$ cat config.mk
export PLATFORM = sky130hd
export DESIGN_NAME = cam_power_seq
export DESIGN_NICKNAME = d
export VERILOG_FILES = /design/src/rtl/cam_power_seq.sv
export SDC_FILE = /design/constraint.sdc
export NUM_CORES = 1
export LEC_CHECK = 0
export ABC_AREA = 0
export BUFFER_PORTS_ARGS = -buffer_cell sky130_fd_sc_hd__buf_2
export CORE_MARGIN = 4
export CORE_UTILIZATION = 40
export CTS_CLUSTER_SIZE = 10
export DETAILED_ROUTE_END_ITERATION = 8
export GPL_TIMING_DRIVEN = 0
export PLACE_DENSITY = 0.66
export RECOVER_POWER = 25
export SYNTH_ARGS = -nofsm -noshare
export SYNTH_HDL_FRONTEND = slang
export SYNTH_SLANG_ARGS = --single-unit
$ cat constraint.sdc
create_clock -name clk -period 3.1 [get_ports clk]
set_input_delay 0.155 -clock clk [delete_from_list [all_inputs] [get_ports clk]]
set_output_delay 0.155 -clock clk [all_outputs]
set_load 0.005 [all_outputs]
$ cat src/rtl/cam_power_seq.sv
// Camera sensor power sequencer: pwdn release, reset hold, settle, then ready.
// Define CAM_POWER_SEQ_STANDBY_EN to enable the READY <-> STANDBY power-down path.
module cam_power_seq #(
  parameter int T_PWDN_CYC   = 250000,
  parameter int T_RST_CYC    = 150000,
  parameter int T_SETTLE_CYC = 150000,
  parameter int CNT_W        = 25
) (
  input  logic       clk,
  input  logic       rst,
  input  logic       pwr_req,
  input  logic       standby_req,
  output logic       cam_pwdn,
  output logic       cam_rst,
  output logic       power_done,
  output logic       busy,
  output logic [2:0] state_o
);

  typedef enum logic [2:0] {
    S_OFF      = 3'd0,
    S_PWR_UP   = 3'd1,
    S_RST_HOLD = 3'd2,
    S_SETTLE   = 3'd3,
    S_READY    = 3'd4,
    S_STANDBY  = 3'd5
  } state_t;

  localparam logic [CNT_W-1:0] LD_PWDN   = CNT_W'(T_PWDN_CYC - 1);
  localparam logic [CNT_W-1:0] LD_RST    = CNT_W'(T_RST_CYC - 1);
  localparam logic [CNT_W-1:0] LD_SETTLE = CNT_W'(T_SETTLE_CYC - 1);

  state_t           state, state_nxt;
  logic [CNT_W-1:0] cnt, cnt_nxt;
  logic             cnt_zero;
  logic             pwdn_nxt, crst_nxt, done_nxt, busy_nxt;

  assign cnt_zero = (cnt == '0);

`ifndef CAM_POWER_SEQ_STANDBY_EN
  logic unused_standby_req;
  assign unused_standby_req = standby_req;
`endif

  always_comb begin
    state_nxt = state;
    cnt_nxt   = cnt_zero ? '0 : cnt - 1'b1;
    case (state)
      S_OFF: begin
        if (pwr_req) begin
          state_nxt = S_PWR_UP;
          cnt_nxt   = LD_PWDN;
        end
      end
      S_PWR_UP: begin
        if (cnt_zero) begin
          state_nxt = S_RST_HOLD;
          cnt_nxt   = LD_RST;
        end
      end
      S_RST_HOLD: begin
        if (cnt_zero) begin
          state_nxt = S_SETTLE;
          cnt_nxt   = LD_SETTLE;
        end
      end
      S_SETTLE: begin
        if (cnt_zero) begin
          state_nxt = S_READY;
          cnt_nxt   = '0;
        end
      end
      S_READY: begin
`ifdef CAM_POWER_SEQ_STANDBY_EN
        if (standby_req) state_nxt = S_STANDBY;
`endif
      end
      S_STANDBY: begin
`ifdef CAM_POWER_SEQ_STANDBY_EN
        // Leaving standby reruns only the settle delay; the sensor keeps its reset released.
        if (!standby_req) begin
          state_nxt = S_SETTLE;
          cnt_nxt   = LD_SETTLE;
        end
`else
        state_nxt = S_OFF;
        cnt_nxt   = '0;
`endif
      end
      default: begin
        state_nxt = S_OFF;
        cnt_nxt   = '0;
      end
    endcase

    // Losing the power request overrides everything, including a timer expiry.
    if (!pwr_req && state != S_OFF) begin
      state_nxt = S_OFF;
      cnt_nxt   = '0;
    end

    pwdn_nxt = 1'b1;
    crst_nxt = 1'b0;
    done_nxt = 1'b0;
    busy_nxt = 1'b0;
    case (state_nxt)
      S_PWR_UP, S_RST_HOLD: begin
        pwdn_nxt = 1'b0;
        busy_nxt = 1'b1;
      end
      S_SETTLE: begin
        pwdn_nxt = 1'b0;
        crst_nxt = 1'b1;
        busy_nxt = 1'b1;
      end
      S_READY: begin
        pwdn_nxt = 1'b0;
        crst_nxt = 1'b1;
        done_nxt = 1'b1;
      end
      S_STANDBY: begin
        crst_nxt = 1'b1;
      end
      default: ;
    endcase
  end

  // Outputs are decoded from the next state so they flip on the same edge as the state.
  always_ff @(posedge clk or posedge rst) begin
    if (rst) begin
      state      <= S_OFF;
      cnt        <= '0;
      cam_pwdn   <= 1'b1;
      cam_rst    <= 1'b0;
      power_done <= 1'b0;
      busy       <= 1'b0;
    end else begin
      state      <= state_nxt;
      cnt        <= cnt_nxt;
      cam_pwdn   <= pwdn_nxt;
      cam_rst    <= crst_nxt;
      power_done <= done_nxt;
      busy       <= busy_nxt;
    end
  end

  assign state_o = state;

endmodule

# --- Word level (Yosys, flattened, before mapping) ---
# Cells that the tools add are included.
classes:
  n_bitwise: 0
  eq_ne: 9
  n_lt_le_gt_ge: 0
  multipliers: 0
  n_mux: 16
  shift: 0
  div: 0
  n_addsub: 1
  reduce_logical: 9
op_table:
  columns: ["op", "n"]
  rows:
  - ["25-bit two-way mux", 5]
  - ["25-bit one-hot mux with 4 select lines", 1]
  - ["25-bit logical NOT", 1]
  - ["25-bit by 1-bit subtractor with 25-bit output (second input constant)", 1]
  - ["3-bit two-way mux", 5]
  - ["3-bit one-hot mux with 5 select lines", 1]
  - ["3-bit by 2-bit == test with 1-bit output (second input constant)", 4]
  - ["3-bit == test (second input constant)", 3]
  - ["3-bit by 1-bit == test with 1-bit output (second input constant)", 2]
  - ["3-bit OR reduction", 2]
  - ["1-bit two-way mux", 4]
  - ["4-bit OR reduction", 1]
  - ["3-bit logical NOT", 1]
  - ["3-bit nonzero test", 1]
  - ["2-bit OR reduction", 1]
  - ["1-bit logical AND", 1]
  - ["1-bit logical NOT", 1]
word_totals:
  n_memories: 0
  out_inout_bits: 7
  inputBits: 4
  latch_bits: 0
  mem_bits_ro: 0
  mem_bits_rw: 0
  wordCells: 41
  register_bits: 32

# --- Logic depth before layout (Yosys ltp) ---
depth:
  ltp_word: 7
  depth_mapped: 8
  mapped_depth_nobuf: 7

# --- Least setup slack after synthesis ---
# Ideal clock, no wire load.
synth_path:
  path_kind: "register to register"
  start: "reg cnt[13]"
  end: "reg cnt[6]"
  setup_slack_ps: 748
  stages_incl_launch_ff: 8
  synth_period_minus_slack_ps: 2352
  n_path_buf: 2
  setup_time_ps: 123
  required_ps: 2977
  arrival_ps: 2229
  cell_sequence: "dfrtp_1 -> or4_4 -> or4_4 -> buf_6 -> or3_1 -> buf_6 -> o21ai_2 -> nor2_1"
synth_between:
  elab_chain_cells: 5
  elab_cells_between_ends: 7
  classes_between: "mux: 6; reduce/logical: 1"
synth_rtl:
  columns: ["element", "line_no", "rtl"]
  rows:
  - ["start, declared", "34", "logic [CNT_W-1:0] cnt, cnt_nxt;"]
  - ["start signal, assigned", "139", "cnt <= cnt_nxt;"]
  - ["25-bit logical NOT *", "38", "assign cnt_zero = (cnt == '0);"]
  - ["25-bit two-way mux", "47", "cnt_nxt = cnt_zero ? '0 : cnt - 1'b1;"]
  - ["25-bit two-way mux, on equally long branches", null, null]
  - ["25-bit one-hot mux with 4 select lines *", "48", "case (state)"]
  - ["25-bit two-way mux *", "97", "if (!pwr_req && state != S_OFF) begin"]
  - ["net cnt_nxt[6]", "34", null]
# The timed path passes the listed nets; every way through them passes the cells marked *.

# --- Worst setup path after layout ---
layout_path:
  start: "reg cnt[0]"
  end: "reg cnt[8]"
layout_between:
  elab_chain_cells: 5
  elab_cells_between_ends: 8
  classes_between: "add/sub: 1; mux: 6; reduce/logical: 1"
layout_rtl:
  columns: ["element", "line_no"]
  rows:
  - ["25-bit by 1-bit subtractor with 25-bit output or 25-bit logical NOT (tied branches)", "47, 38"]
  - ["25-bit two-way mux", "47"]
  - ["25-bit two-way mux, on equally long branches", null]
  - ["25-bit one-hot mux with 4 select lines *", "48"]
  - ["25-bit two-way mux *", "97"]
  - ["net cnt_nxt[8]", "34"]
# Marks and branches as above.

==> results by group <==
Layout
  • Most frequent cells in the layout: dfrtp_1, nor2_1, xnor2_1, nand2_1, nor3_1
  • Footprint of the multi-input gates: 855.8 um^2
  • Layout cells sized above 1: 14.07%
  • Fillers: 425
  • Ant diodes: 0
  • Flip-flop and latch area: 802.0 um^2
  • Layout Nets: 203
  • Final non-filler cell area: 1947 um^2
  • Commonest non-fill, non-tap cell in the layout: dfrtp_1
  • Area grow syn2layout: 13.49%

Floorplanning
  • Starting density of the core: 41.98%
  • I/O pins: 11
  • Die Y: 73.49 um
  • Die W: 73.49 um
  • Die area: 5400 um^2
  • Row cnt: 23
  • Core area: 4086 um^2

Synthesis
  • Ys flop type: dfrtp_1
  • Sequential element share of the synthesized area: 46.75%
  • Yosys cell types: 37
  • Post-synthesis instance total: 180
  • Top cells by area in the synthesized netlist: dfrtp_1, xnor2_1, nor2_1
  • Post-synthesis async set-or-reset flop share: 100.0%
  • Yosys warns: 0
  • Syn Std Cell Area: 1715 um^2
  • Seq cells post-synth: 32
  • Post-synth EDFFs: 0
  • Synthesized net count: 185
  • Syn avg cell area: 9.530 um^2
  • Yosys top cell area share: 45.22%
  • Post-synth top area cell: dfrtp_1

Worst hold path
  • Worst hold stages: 2
  • Class of the worst hold path: input pin to register
  • Hold Path End: cam_pwdn
  • HP Start: pwr_req

Route
  • Drt initial violations: 57
  • Drt wl/cell: 13.57 um
  • 1st-pass router iterations: 4
  • Post-Route WL: 3.380 mm
  • DR DRC count: 0
  • Via count: 1344
  • Routed vias/inst: 5.398
  • Final ANT Viol Nets: 0

Global route
  • Largest net degree at the start of global routing: 33
  • Global-route wire length before repair: 6.003 mm
  • Number of global-route vias before repair: 1318
  • GRT Total Usage: 14.83%
  • Initial antenna violation count: 0
  • Gr ovfl total: 0

Timing
  • Setup Viol. Count Final: 0
  • Final hold vios: 0
  • RSZ-0062 raised after global routing: no
  • Tcrit/Tclk final: 88.03%
  • Worst-Margin Slew: 0.6769 ns
  • Pins Over Slew Limit: 0
  • Final Skew: 0.003528 ns
  • Final setup TNS: 0 ns
  • Fmax achieved: 366.4 MHz
  • Fin crit period: 2.729 ns
  • Slew Limit Headroom: 54.40%

CTS
  • Clock root buffer: clkbuf_8
  • H-Tree Depth: 2
  • Clk pin slew, worst setup/hold paths: 0.06 ns
  • Hold_buf cts: 0
  • Max Buffers Root-to-Sink: 2
  • CTS tree: built
  • Postcts setup bufs: 0
  • Clock Sinks: 32
  • Post-cts resize count: 0
  • CTS Buf Count: 5
  • Clock Latency Late Sink: 0.28 ns

Critical path
  • Max incr delay on CP: 0.50 ns
  • R2r setup slk: 0.37 ns
  • Reg2reg end: cnt[8]
  • CP Capture Type: register
  • Setup Crit Path Kind: register to register
  • Worst-path cell chain: inv_1 > ha_1 > nor4b_1 > nand3_1 > or3_1 > buf_6 > o21ai_2 > nor2_1
  • Crit path required time: 3.27 ns
  • Data arrival, critical path: 2.90 ns
  • Crit path launch type: register
  • Worst Reg2Reg Path Length in Cells: 8
  • Worst path slowest cell: nor4b_1
  • FF-to-FF Start: cnt[0]
  • Worst-path fanout max: 10

Power
  • Peak supply drop: 0.2543 mV
  • Pwr Total: 999.4 uW
  • LEAKAGE: 0.0007998 uW
  • Power per cell area: 513.3 nW/um^2

Placement
  • # port buffers: 9
  • Final HPWL from detailed placement: 2.399 mm
  • Placed cell area: 1823 um^2
  • GP Congestion: 0.8454

Run
  • Maxcap violations: 0

Status
  • Status: finished, final reports clean
==> logic make-up after synthesis <==
logic type	count (synthesis)	synth area share [%]
buf+inv	11	3.355
flops	32	46.75
fa+ha+maj	1	0.7293
compound gates	30	11.31
xor+xnor	21	10.72
simple gates	85	27.13
==> power by group <==
group / internal, uW / leakage (uW) / switching (uW) / total, uW
Sequential: 454 / 0.000413 / 40.7 / 495
Clock: 181 / 0.0000455 / 146 / 327
Combinational: 77.5 / 0.000341 / 100 / 178
Total: 713 / 0.000800 / 287 / 999
==> cell type report <==
type | instances | area share (%)
Buffer | 5 | 1.799
Clock buffer | 8 | 4.627
Tap cell | 50 | 3.213
Timing Repair Buffer | 11 | 4.049
Sequential cell | 32 | 41.20
Inverter | 6 | 1.157
Multi-Input combinational cell | 137 | 43.96
==> Yosys cell counts, types with 3 or more instances <==
master / count
a211oi_1: 3
a21boi_0: 3
a21oi_1: 5
dfrtp_1: 31
inv_1: 6
nand2_1: 13
nand3_1: 4
nor2_1: 26
nor3_1: 11
nor4_1: 10
o21ai_0: 6
o21ai_1: 5
or2_2: 3
or3_1: 4
or4_1: 3
xnor2_1: 15
xor2_1: 6
==> stage by stage <==
stage	std cells	worst slack, ns	utilization, %	hold WS [ns]
after floorplan	180	0.7476	-	0.2102
after global placement	239	0.3867	44.61	0.3976
after detailed placement	239	0.3776	44.61	0.4016
after CTS	247	0.3617	46.82	0.08759
after global routing	249	0.1671	47.64	0.1193
final	249	0.3711	47.64	0.09640
==> layer usage <==
metal / routed length, um / GRT usage [%] / vias to the layer above
li1: - / - / 680
met1: 1644 / 18.51 / 642
met2: 1549 / 22.83 / 16
met3: 99 / 4.514 / 6
met4: 87 / 8.048 / 0
met5: 0 / 0 / -
==> critical path: cells and delay by family, from the launching register on <==
kind	cells	cell delay (ns)
and+or+nand+nor	4	1.55
DFF	1	0.40
AOI/OAI and AO/OA	1	0.25
buffers and inverters	2	0.21
adders and majority gates	1	0.20
==> how the worst max path moves through the flow <==
| stage | startpoint | end | slack (ns) | depth (start not counted) |
|---|---|---|---|---|
| 6_report | cnt[0] | cnt[8] | 0.37 | 8 |
| 5_1_grt | cnt[0] | cnt[8] | 0.17 | 8 |
| 4_1_cts | cnt[0] | cnt[8] | 0.36 | 8 |
| 3_5_place_dp | cnt[0] | cnt[8] | 0.38 | 8 |
| 3_3_place_gp | cnt[0] | cnt[6] | 0.39 | 8 |
| 2_1_floorplan | cnt[13] | cnt[6] | 0.75 | 7 |
==> state kept, by name, summed over array words and instances (netlist names) <==
register	cells
busy	1
cam_pwdn	1
cam_rst	1
cnt	25
power_done	1
state_o	3
No activity file was read; power rests on OpenSTA's default activity.
